File: config.mk
export PLATFORM = sky130hd
export DESIGN_NAME = spi_rx_deser
export DESIGN_NICKNAME = d
export VERILOG_FILES = /design/src/rtl/spi_rx_deser.sv
export SDC_FILE = /design/constraint.sdc
export NUM_CORES = 1
export LEC_CHECK = 0
export ABC_AREA = 1
export CAP_MARGIN = 5
export CORE_MARGIN = 2
export CORE_UTILIZATION = 46
export DETAILED_ROUTE_END_ITERATION = 12
export GPL_ROUTABILITY_DRIVEN = 0
export GPL_TIMING_DRIVEN = 0
export PLACE_DENSITY = 0.72
export SETUP_SLACK_MARGIN = 0.1
export SYNTH_ARGS = -nofsm -noshare
export SYNTH_HDL_FRONTEND = slang
export SYNTH_SLANG_ARGS = --single-unit
export TNS_END_PERCENT = 20
File: constraint.sdc
create_clock -name clk -period 1.84 [get_ports clk]
set_clock_uncertainty 0.05 [all_clocks]
set_input_delay 0.552 -clock clk [delete_from_list [all_inputs] [get_ports clk]]
set_output_delay 0.552 -clock clk [all_outputs]
set_load 0.02 [all_outputs]
File: src/rtl/spi_rx_deser.sv
// spi_rx_deser - oversampling SPI receive deserializer with a one-entry valid/ready output register.
// Define SPI_RX_SYNC2_EN for a two-flop input synchronizer (default: single register stage).
module spi_rx_deser #(
  parameter int FRAME_BITS = 16
) (
  input  logic                  clk,
  input  logic                  reset,
  input  logic                  spi_cs_l,
  input  logic                  spi_sclk,
  input  logic                  spi_data,
  input  logic                  rx_ready,
  output logic [FRAME_BITS-1:0] rx_data,
  output logic                  rx_valid,
  output logic                  frame_err,
  output logic                  overrun,
  output logic                  busy,
  output logic [4:0]            bit_cnt
);

  typedef enum logic [1:0] {IDLE, SHIFT, WAIT_END} state_t;

  localparam logic [4:0] FULL = 5'(FRAME_BITS);
  localparam logic [4:0] LONG = 5'(FRAME_BITS + 1);

  logic cs_in, sclk_in, data_in;

`ifdef SPI_RX_SYNC2_EN
  localparam int SYNC_STAGES = 2;
  logic cs_m, sclk_m, data_m;

  always_ff @(posedge clk or posedge reset) begin
    if (reset) begin
      cs_m   <= 1'b1;
      sclk_m <= 1'b0;
      data_m <= 1'b0;
    end else begin
      cs_m   <= spi_cs_l;
      sclk_m <= spi_sclk;
      data_m <= spi_data;
    end
  end

  assign cs_in   = cs_m;
  assign sclk_in = sclk_m;
  assign data_in = data_m;
`else
  localparam int SYNC_STAGES = 1;
  assign cs_in   = spi_cs_l;
  assign sclk_in = spi_sclk;
  assign data_in = spi_data;
`endif

  logic       cs_s, sclk_s, data_s, cs_d, sclk_d;
  logic [1:0] flush;
  logic       armed;

  // armed waits for a real high on cs_l so a frame already in progress at reset release is ignored
  always_ff @(posedge clk or posedge reset) begin
    if (reset) begin
      cs_s   <= 1'b1;
      sclk_s <= 1'b0;
      data_s <= 1'b0;
      cs_d   <= 1'b1;
      sclk_d <= 1'b0;
      flush  <= 2'b00;
      armed  <= 1'b0;
    end else begin
      cs_s   <= cs_in;
      sclk_s <= sclk_in;
      data_s <= data_in;
      cs_d   <= cs_s;
      sclk_d <= sclk_s;
      flush  <= {flush[0], 1'b1};
      armed  <= armed | (flush[SYNC_STAGES-1] & cs_s);
    end
  end

  logic cs_fall, cs_rise, sclk_rise;
  assign cs_fall   = armed & cs_d & ~cs_s;
  assign cs_rise   = ~cs_d & cs_s;
  assign sclk_rise = ~sclk_d & sclk_s;

  state_t                state, state_n;
  logic [4:0]            cnt_n;
  logic [FRAME_BITS-1:0] shreg, shreg_n;
  logic                  close_good, close_bad, load;

  always_ff @(posedge clk or posedge reset) begin
    if (reset) state <= IDLE;
    else       state <= state_n;
  end

  // the shift for this cycle is applied before the close decision looks at the count
  always_comb begin
    state_n    = state;
    cnt_n      = bit_cnt;
    shreg_n    = shreg;
    close_good = 1'b0;
    close_bad  = 1'b0;
    case (state)
      IDLE: begin
        cnt_n = 5'd0;
        if (cs_fall) state_n = SHIFT;
      end
      SHIFT: begin
        if (sclk_rise) begin
          shreg_n = {shreg[FRAME_BITS-2:0], data_s};
          cnt_n   = bit_cnt + 5'd1;
        end
        if (cs_rise) begin
          close_good = (cnt_n == FULL);
          close_bad  = (cnt_n != FULL);
          cnt_n      = 5'd0;
          state_n    = IDLE;
        end else if (cnt_n == FULL) begin
          state_n = WAIT_END;
        end
      end
      WAIT_END: begin
        if (sclk_rise) cnt_n = LONG;
        if (cs_rise) begin
          close_good = (cnt_n == FULL);
          close_bad  = (cnt_n != FULL);
          cnt_n      = 5'd0;
          state_n    = IDLE;
        end
      end
      default: state_n = IDLE;
    endcase
  end

  assign load = close_good & (~rx_valid | rx_ready);
  assign busy = (state != IDLE);

  always_ff @(posedge clk or posedge reset) begin
    if (reset) begin
      bit_cnt   <= 5'd0;
      shreg     <= '0;
      rx_data   <= '0;
      rx_valid  <= 1'b0;
      frame_err <= 1'b0;
      overrun   <= 1'b0;
    end else begin
      bit_cnt   <= cnt_n;
      shreg     <= shreg_n;
      frame_err <= close_bad;
      overrun   <= close_good & rx_valid & ~rx_ready;
      if (load) begin
        rx_data  <= shreg_n;
        rx_valid <= 1'b1;
      end else if (rx_valid && rx_ready) begin
        rx_valid <= 1'b0;
      end
    end
  end

endmodule

# Yosys cells after proc, flatten, opt, wreduce, memory -nomap -nowiden
# Cells that the tools add are included.
# totals
reg_bits	49
input_bits	6
output_inout_bits	25
# op_classes
n_addsub	1
eq_ne	9
mux	22
n_bitwise	15
n_reduce_logical	6
# ops
op	count
two-way mux 16 bit	2
two-way mux 5 bit	6
one-hot mux 5 bit (3 select lines)	1
equality test 5 bit, second input constant	2
!= test 5 bit, second input constant	2
AND 1 bit	8
two-way mux 2 bit	4
two-way mux 1 bit	6
one-hot mux 2 bit (3 select lines)	1
adder 5 x 1 -> 5 bit, second input constant	1
NOT 1 bit	5
!= test 2 bit, second input constant	2
one-hot mux 1 bit (2 select lines)	2
nonzero test 2 bit	2
!= test 3 bit, second input constant	1
AND reduction 3 bit	1
nonzero test 3 bit	1
equality test 2 x 1 -> 1 bit, second input constant	1
equality test 2 bit, second input constant	1
logical NOT 2 bit	1
bitwise OR 1 bit	2
logical AND 1 bit	1

# Depth between registers and ports, before layout
# Gate-level depths: netlist (run 1).
# depth
word_depth	9
depth_mapped	13

# Least setup slack after synthesis (run 1)
# OpenSTA, ideal clock, no wires.
# synth_path
path_kind	register to register
start	register bit_cnt[1]
end	register rx_data[1]
setup_time_ns	0.117
arrival_time_ns	1.667
slack_ns	0.007
stages_incl_launch_ff	12
synth_period_minus_slack_ns	1.833
path_cell_list	dfrtp_1 -> ha_1 -> nand3_1 -> nor2_1 -> nand2_1 -> nand2_1 -> nand2_1 -> nand2_1 -> nand4_2 -> buf_2 -> nand2_1 -> nand2_1
# synth_between
elab_chain_cells	7
# synth_lines
item	line_no	rtl
from (decl)	17	output logic [4:0] bit_cnt
from (signal assigned)	144	bit_cnt <= cnt_n;
adder 5 x 1 -> 5 bit	108	cnt_n = bit_cnt + 5'd1;
two-way mux 5 bit	106	if (sclk_rise) begin
two-way mux 5 bit	100	case (state)
equality test 5 bit	111	close_good = (cnt_n == FULL);
two-way mux 1 bit	110	if (cs_rise) begin
one-hot mux 1 bit (2 select lines) *	100	
AND 1 bit *	132	assign load = close_good & (~rx_valid | rx_ready);
to (signal assigned)	149	rx_data <= shreg_n;
to (decl)	12	output logic [FRAME_BITS-1:0] rx_data,
# Mark *: on every way between the ends. The rest lies on a longest branch, timed or not. The select of a mux whose other input is x is not followed.
# A chain may end at the register's enable or synchronous reset.

# Worst setup path after layout (run 1)
# layout_path
start	register sclk_s
end	register rx_data[1]
# layout_between
elab_chain_cells	7
# layout_lines
item	line_no	rtl
from (decl)	53	logic cs_s, sclk_s, data_s, cs_d, sclk_d;
from (signal assigned)	69	sclk_s <= sclk_in;
AND 1 bit *	81	assign sclk_rise = ~sclk_d & sclk_s;
two-way mux 5 bit, on equally long branches	120, 106	
two-way mux 5 bit	100	
equality test 5 bit, on equally long branches	122, 111	
two-way mux 1 bit, on equally long branches	121, 110	
one-hot mux 1 bit (2 select lines)	100	
AND 1 bit	132	
# Marked as above.

==> results.md, run 1 <==
- Highest clock rate: 565 MHz
- Final net count: 297
- Iter 0 DRT Violations: 69
- Yosys warning total: 0
- Min cycle time layout: 1770 ps
- Final setup vio count: 0
- Longest Clk Path Bufs: 2
- Syn_nets: 247
- Crit-path leading delay family: simple AND/OR/NAND/NOR gates
- #FFs+latches synth: 49
- Core Area: 4410 µm²
- Actual slew at the worst max-slew pin: 1020 ps
- CTS Buf Count: 5
- Crit Reg-Reg Startpoint: sclk_s
- WP data arrival: 1960 ps
- Pre-Repair DR Iteration Count: 4
- Slowest cell delay on critical path: 430 ps
- PD cells: 1230 nW/µm²
- Max Slew Vio Count: 0
- Crit. End Element: flip-flop
- Clk slew on worst S/H paths: 90 ps
- Hold-fix buffers at CTS: 0
- Setup_tns: 0 ps
- Mapped Cells: 235
- Clock sink count: 49
- Post-Synthesis Cell Area: 2130 µm²
- Routed len/inst: 12.2 µm
- Worst skew pair latency: 300 ps
- Worst EP required: 2030 ps
- Overflow after GRT: 0
- Post-Route WL: 4.12 mm
- Register area share after synthesis: 57.7%
- Antenna diodes: 0
- Max-cap violations: 0
- CP Cell Sequence: nand2_4 > ha_4 > nor2_1 > nand2_1 > clkinv_2 > nand3_2 > nand2_4 > nand3_4 > nor2_8 > buf_6 > nand2_2 > nand2_1
- Vias per cell: 4.87
- Largest net degree at the start of global routing: 50
- Worst Setup SP: sclk_s
- Max_slew headroom: 32.1%
- Outcome: completed
- RSZ-0062 raised after global routing: true
- DR DRC count: 0
- Period utilization: 96.2%
- Commonest cells after routing, fill and taps aside: 68 x nand2_1, 45 x dfrtp_1, 24 x dlygate4sd2_1
- Post-route ant nets: 0
- Starting Density: 48.2%
- Die X: 72.0 µm
- Hold path start: cs_s
- DIE HEIGHT: 72.0 µm
- Mean post-synth cell area: 9.06 µm²
- Die ar.: 5190 µm²
- Detailed Place HPWL: 2.65 mm
- IO Pins: 31
- Synth unique cells: 26
- Commonest non-fill, non-tap cell in the layout: nand2_1
- Worst hold path type: flip-flop to flip-flop
- Crit Path Class: flip-flop to flip-flop
- TritonCTS clock tree: done
- CP max stage cell: dfrtp_1
- Root Driver: clkbuf_8
- Area grow syn2layout: 30.0%
- GRT Total Usage: 18.0%
- LEAKAGE: 0.00147 µW
- CP max FO: 6
- Crit path buffers/inverters: 2
- I/O Buffers: 30
- Initial antenna violation count: 0
- Final Hold Fails: 0
- Layout cells sized above 1: 23.1%
- Critical Path Source Type: flip-flop
- Row Count: 24
- Final Power: 3400 µW
- Vias in the first global route: 1594
- Vias after detailed routing: 1646
- Worst vdd ir: 0.000582 V
- H-tree depth: 2
- First-pass GRT wire length: 7.22 mm
[where the power goes]
part,switching [µW],internal (µW),total [µW]
sequential,141,1390,1530
clock,355,270,624
combinational,772,475,1250
total,1270,2130,3400
[routing by layer]
metal	track usage, %	part of all wire [%]
met3	3.61	4.4
met2	28.0	47
met1	24.9	47
met5	0	0
met4	7.55	0.95
[stage by stage]
stage	area [µm²]	utilization (%)	instances	hold WS [ps]	worst slack (ps)
finish	2770	62.7	338	329	69.9
global placement	2530	57.3	317	316	-167
CTS	2720	61.6	334	331	-80.7
global route	2770	62.7	338	340	-32.9
floorplan	2160	-	235	311	113
detailed placement	2530	57.3	317	318	-187
[cells in the mapped netlist]
cell | count | area share, %
a21boi_0 | 1 | 0.35
a21o_1 | 1 | 0.35
a21oi_1 | 8 | 1.9
a32o_1 | 1 | 0.47
buf_2 | 1 | 0.23
buf_6 | 1 | 0.53
clkbuf_1 | 2 | 0.35
clkinv_1 | 1 | 0.18
conb_1 | 1 | 0.18
dfrtp_1 | 47 | 55
dfstp_2 | 2 | 2.5
ha_1 | 6 | 3.5
inv_1 | 25 | 4.4
inv_2 | 2 | 0.35
mux2_2 | 4 | 2.1
nand2_1 | 82 | 14
nand2_2 | 3 | 0.88
nand3_1 | 5 | 1.2
nand3_4 | 1 | 0.82
nand4_1 | 4 | 1.2
nand4_2 | 1 | 0.59
nor2_1 | 19 | 3.4
nor2_8 | 1 | 0.94
o21ai_0 | 12 | 2.8
o21ai_1 | 1 | 0.23
o22ai_1 | 3 | 0.88
[sequential cells by signal, summed over array words and instances (netlist names)]
register   count
frame_err      1
flush          1
sclk_d         1
cs_s           1
overrun        1
sclk_s         1
bit_cnt        5
shreg         16
data_s         1
armed          1
rx_data       16
state          2
rx_valid       1
cs_d           1
[timing repair]
action,CTS,global route
pin swaps,10,2
cloned,1,0
endpoints found under the setup margin,43,21
resized for setup,51,11
buffers inserted,8,4
[worst paths after layout]
path / to / slack, ps / depth (start not counted)
worst max-delay path: rx_data[1] / 70 / 12
worst min-delay path: cs_d / 330 / 0
worst max register to register: rx_data[1] / 70 / 12
worst min register to register: cs_d / 330 / 0
max in group asynchronous: bit_cnt[1] / 370 / 2
min in group asynchronous: sclk_d / 770 / 2
[logic make-up after synthesis]
group / count (synthesis) / share of synthesized area (%)
simple gates: 116 / 23.4
compound gates: 27 / 7.00
flops: 49 / 57.7
fa+ha+maj: 6 / 3.53
buf+inv: 32 / 6.06
other cells: 1 / 0.176
mux: 4 / 2.12
[final cells by class]
cell class	instances	area (µm²)
sequential	49	1230
clock buffer	7	76.3
tap	52	65.1
fill	376	1650
clock inverter	1	7.51
timing repair buffer	43	367
multi-input combinational	154	877
inverter	28	110
buffer	4	32.5
(Power assumes the default switching activity.)
==> inputs of run 2 (changes only) <==
DONT_BUFFER_PORTS = 1   (was default)
PLACE_DENSITY = default   (was 0.72)
==> run 2 against run 1 <==
Sequential share of layout area increased by 4.1 points. Critical path depth is the same. Register-to-register slack got worse by 50 ps. Highest routed layer unchanged.
==> results.md, run 2 (synthesized netlist as in run 1, its figures left out) <==
- Pre-Repair DR Iteration Count: 4
- DR DRC count: 0
- Routed len/inst: 13.8 µm
- Worst vdd ir: 0.000693 V
- Worst Setup SP: bit_cnt[0]
- Crit path buffers/inverters: 3
- GRT Total Usage: 18.3%
- Grt met3 use: 5.14%
- WHS: 192 ps
- DIE HEIGHT: 72.0 µm
- Most used cell, CP: nand2_1
- Highest clock rate: 549 MHz
- Outcome: completed
- Root Driver: clkbuf_8
- Final Power: 3360 µW
- Detailed Place HPWL: 2.66 mm
- Worst path depth: 12
- First-pass GRT wire length: 7.19 mm
- Initial antenna violation count: 0
- Crit Path Class: flip-flop to flip-flop
- Worst skew pair latency: 300 ps
- Overflow after GRT: 0
- CP max stage cell: dfrtp_2
- R2r endpoint: rx_data[13]
- R2R Setup Slk: 20 ps
- Clk slew on worst S/H paths: 90 ps
- Period utilization: 99.0%
- Min cycle time layout: 1820 ps
- TritonCTS clock tree: done
- GRT busiest layer: met2
- WP data arrival: 2010 ps
- Final net count: 267
- Final non-filler cell total: 308
- M2 GR Usage: 27.7%
- Post-route ant nets: 0
- IO Pins: 31
- Slowest cell delay on critical path: 500 ps
- PD cells: 1320 nW/µm²
- Worst EP required: 2030 ps
- Critical Path Source Type: flip-flop
- Post-Place Cells: 287
- Vias per cell: 5.06
- Hold-fix buffers at CTS: 0
- CTS Buf Count: 5
- Actual slew at the worst max-slew pin: 1030 ps
- CP max FO: 5
- Worst R2R Path Depth: 12
- Max_slew headroom: 31.3%
- Clock sink count: 49
- Largest regs: rx_data (16), shreg (16), bit_cnt (5)
- Starting Density: 48.2%
- Antenna diodes: 0
- Core Area: 4410 µm²
- Crit Reg-Reg Startpoint: bit_cnt[0]
- Final Hold Fails: 0
- Setup_tns: 0 ps
- Iter 0 DRT Violations: 113
- Largest net degree at the start of global routing: 50
- Vias in the first global route: 1552
- Setup ws final: 18.6 ps
- Commonest non-fill, non-tap cell in the layout: nand2_1
- Die ar.: 5190 µm²
- Vias after detailed routing: 1560
- Layout cells sized above 1: 26.2%
- Worst hold path type: primary input to flip-flop
- RSZ-0062 raised after global routing: true
- Final setup vio count: 0
- CP Capture Point: rx_data[13]
- CP Cell Sequence: inv_2 > ha_4 > nor2_2 > nand2_1 > clkinv_1 > nand3_1 > nand2_2 > nand3_4 > nor2_8 > buf_6 > nand2_1 > nand2_1
- Pre-CTS WS: -124 ps
- Met1 usage: 25.1%
- Die X: 72.0 µm
- Max-cap violations: 0
- LEAKAGE: 0.00127 µW
- Crit. End Element: flip-flop
- Longest Clk Path Bufs: 2
- H-tree depth: 2
- Row Count: 24
- Commonest cells after routing, fill and taps aside: 70 x nand2_1, 43 x dfrtp_1, 21 x inv_1
- Max Slew Vio Count: 0
- Crit-path leading delay family: simple AND/OR/NAND/NOR gates
- Area grow syn2layout: 19.2%
- I/O Buffers: 0
- Post-Route WL: 4.26 mm
run 2: changes by cell type in the layout (fill, tap and decap cells not counted), moves of 3 or more:
| cell | delta |
|---|---|
| nand2_2 | -3 |
| clkdlybuf4s50_1 | -5 |
| dlygate4sd2_1 | -24 |
| buf_2 | -3 |
run 2: cell type report:
type	instances	area [µm²]
multi-input combinational	154	878
tap	52	65.1
inverter	28	109
clock buffer	5	68.8
fill	408	1880
timing repair buffer	13	105
clock inverter	3	43.8
buffer	4	32.5
sequential	49	1230
run 2: where the power goes:
part	switching [µW]	internal (µW)	leakage [µW]	total [µW]
registers	322	1390	0.000624	1710
logic	562	320	0.000587	882
clock network	363	408	0.0000585	771
run 2: layer usage:
layer | share of wire, % | vias to the layer above
li1 | - | 775
met3 | 5.5 | 4
met4 | 1.1 | 0
met2 | 45 | 44
met5 | 0 | -
met1 | 48 | 737
run 2: worst min-delay path by stage:
stage	from	endpoint	cells after the start
2_1_floorplan	cs_s	cs_d	0
3_3_place_gp	cs_s	cs_d	0
3_5_place_dp	cs_s	cs_d	0
4_1_cts	spi_cs_l	cs_s	0
5_1_grt	spi_cs_l	cs_s	0
6_report	spi_cs_l	cs_s	0
run 2: per-stage QoR:
stage	area, µm²	util (%)
5_1_grt	2540	57.5
2_1_floorplan	2160	-
4_1_cts	2480	56.2
6_report	2540	57.5
3_5_place_dp	2230	50.5
3_3_place_gp	2230	50.5
run 2: repair_timing:
action | 4_1_cts | 5_1_grt
endpoints found under the setup margin | 19 | 27
setup buffers | 9 | 3
resized for setup | 22 | 15
pin swaps | 10 | 13
gates cloned | 1 | 0
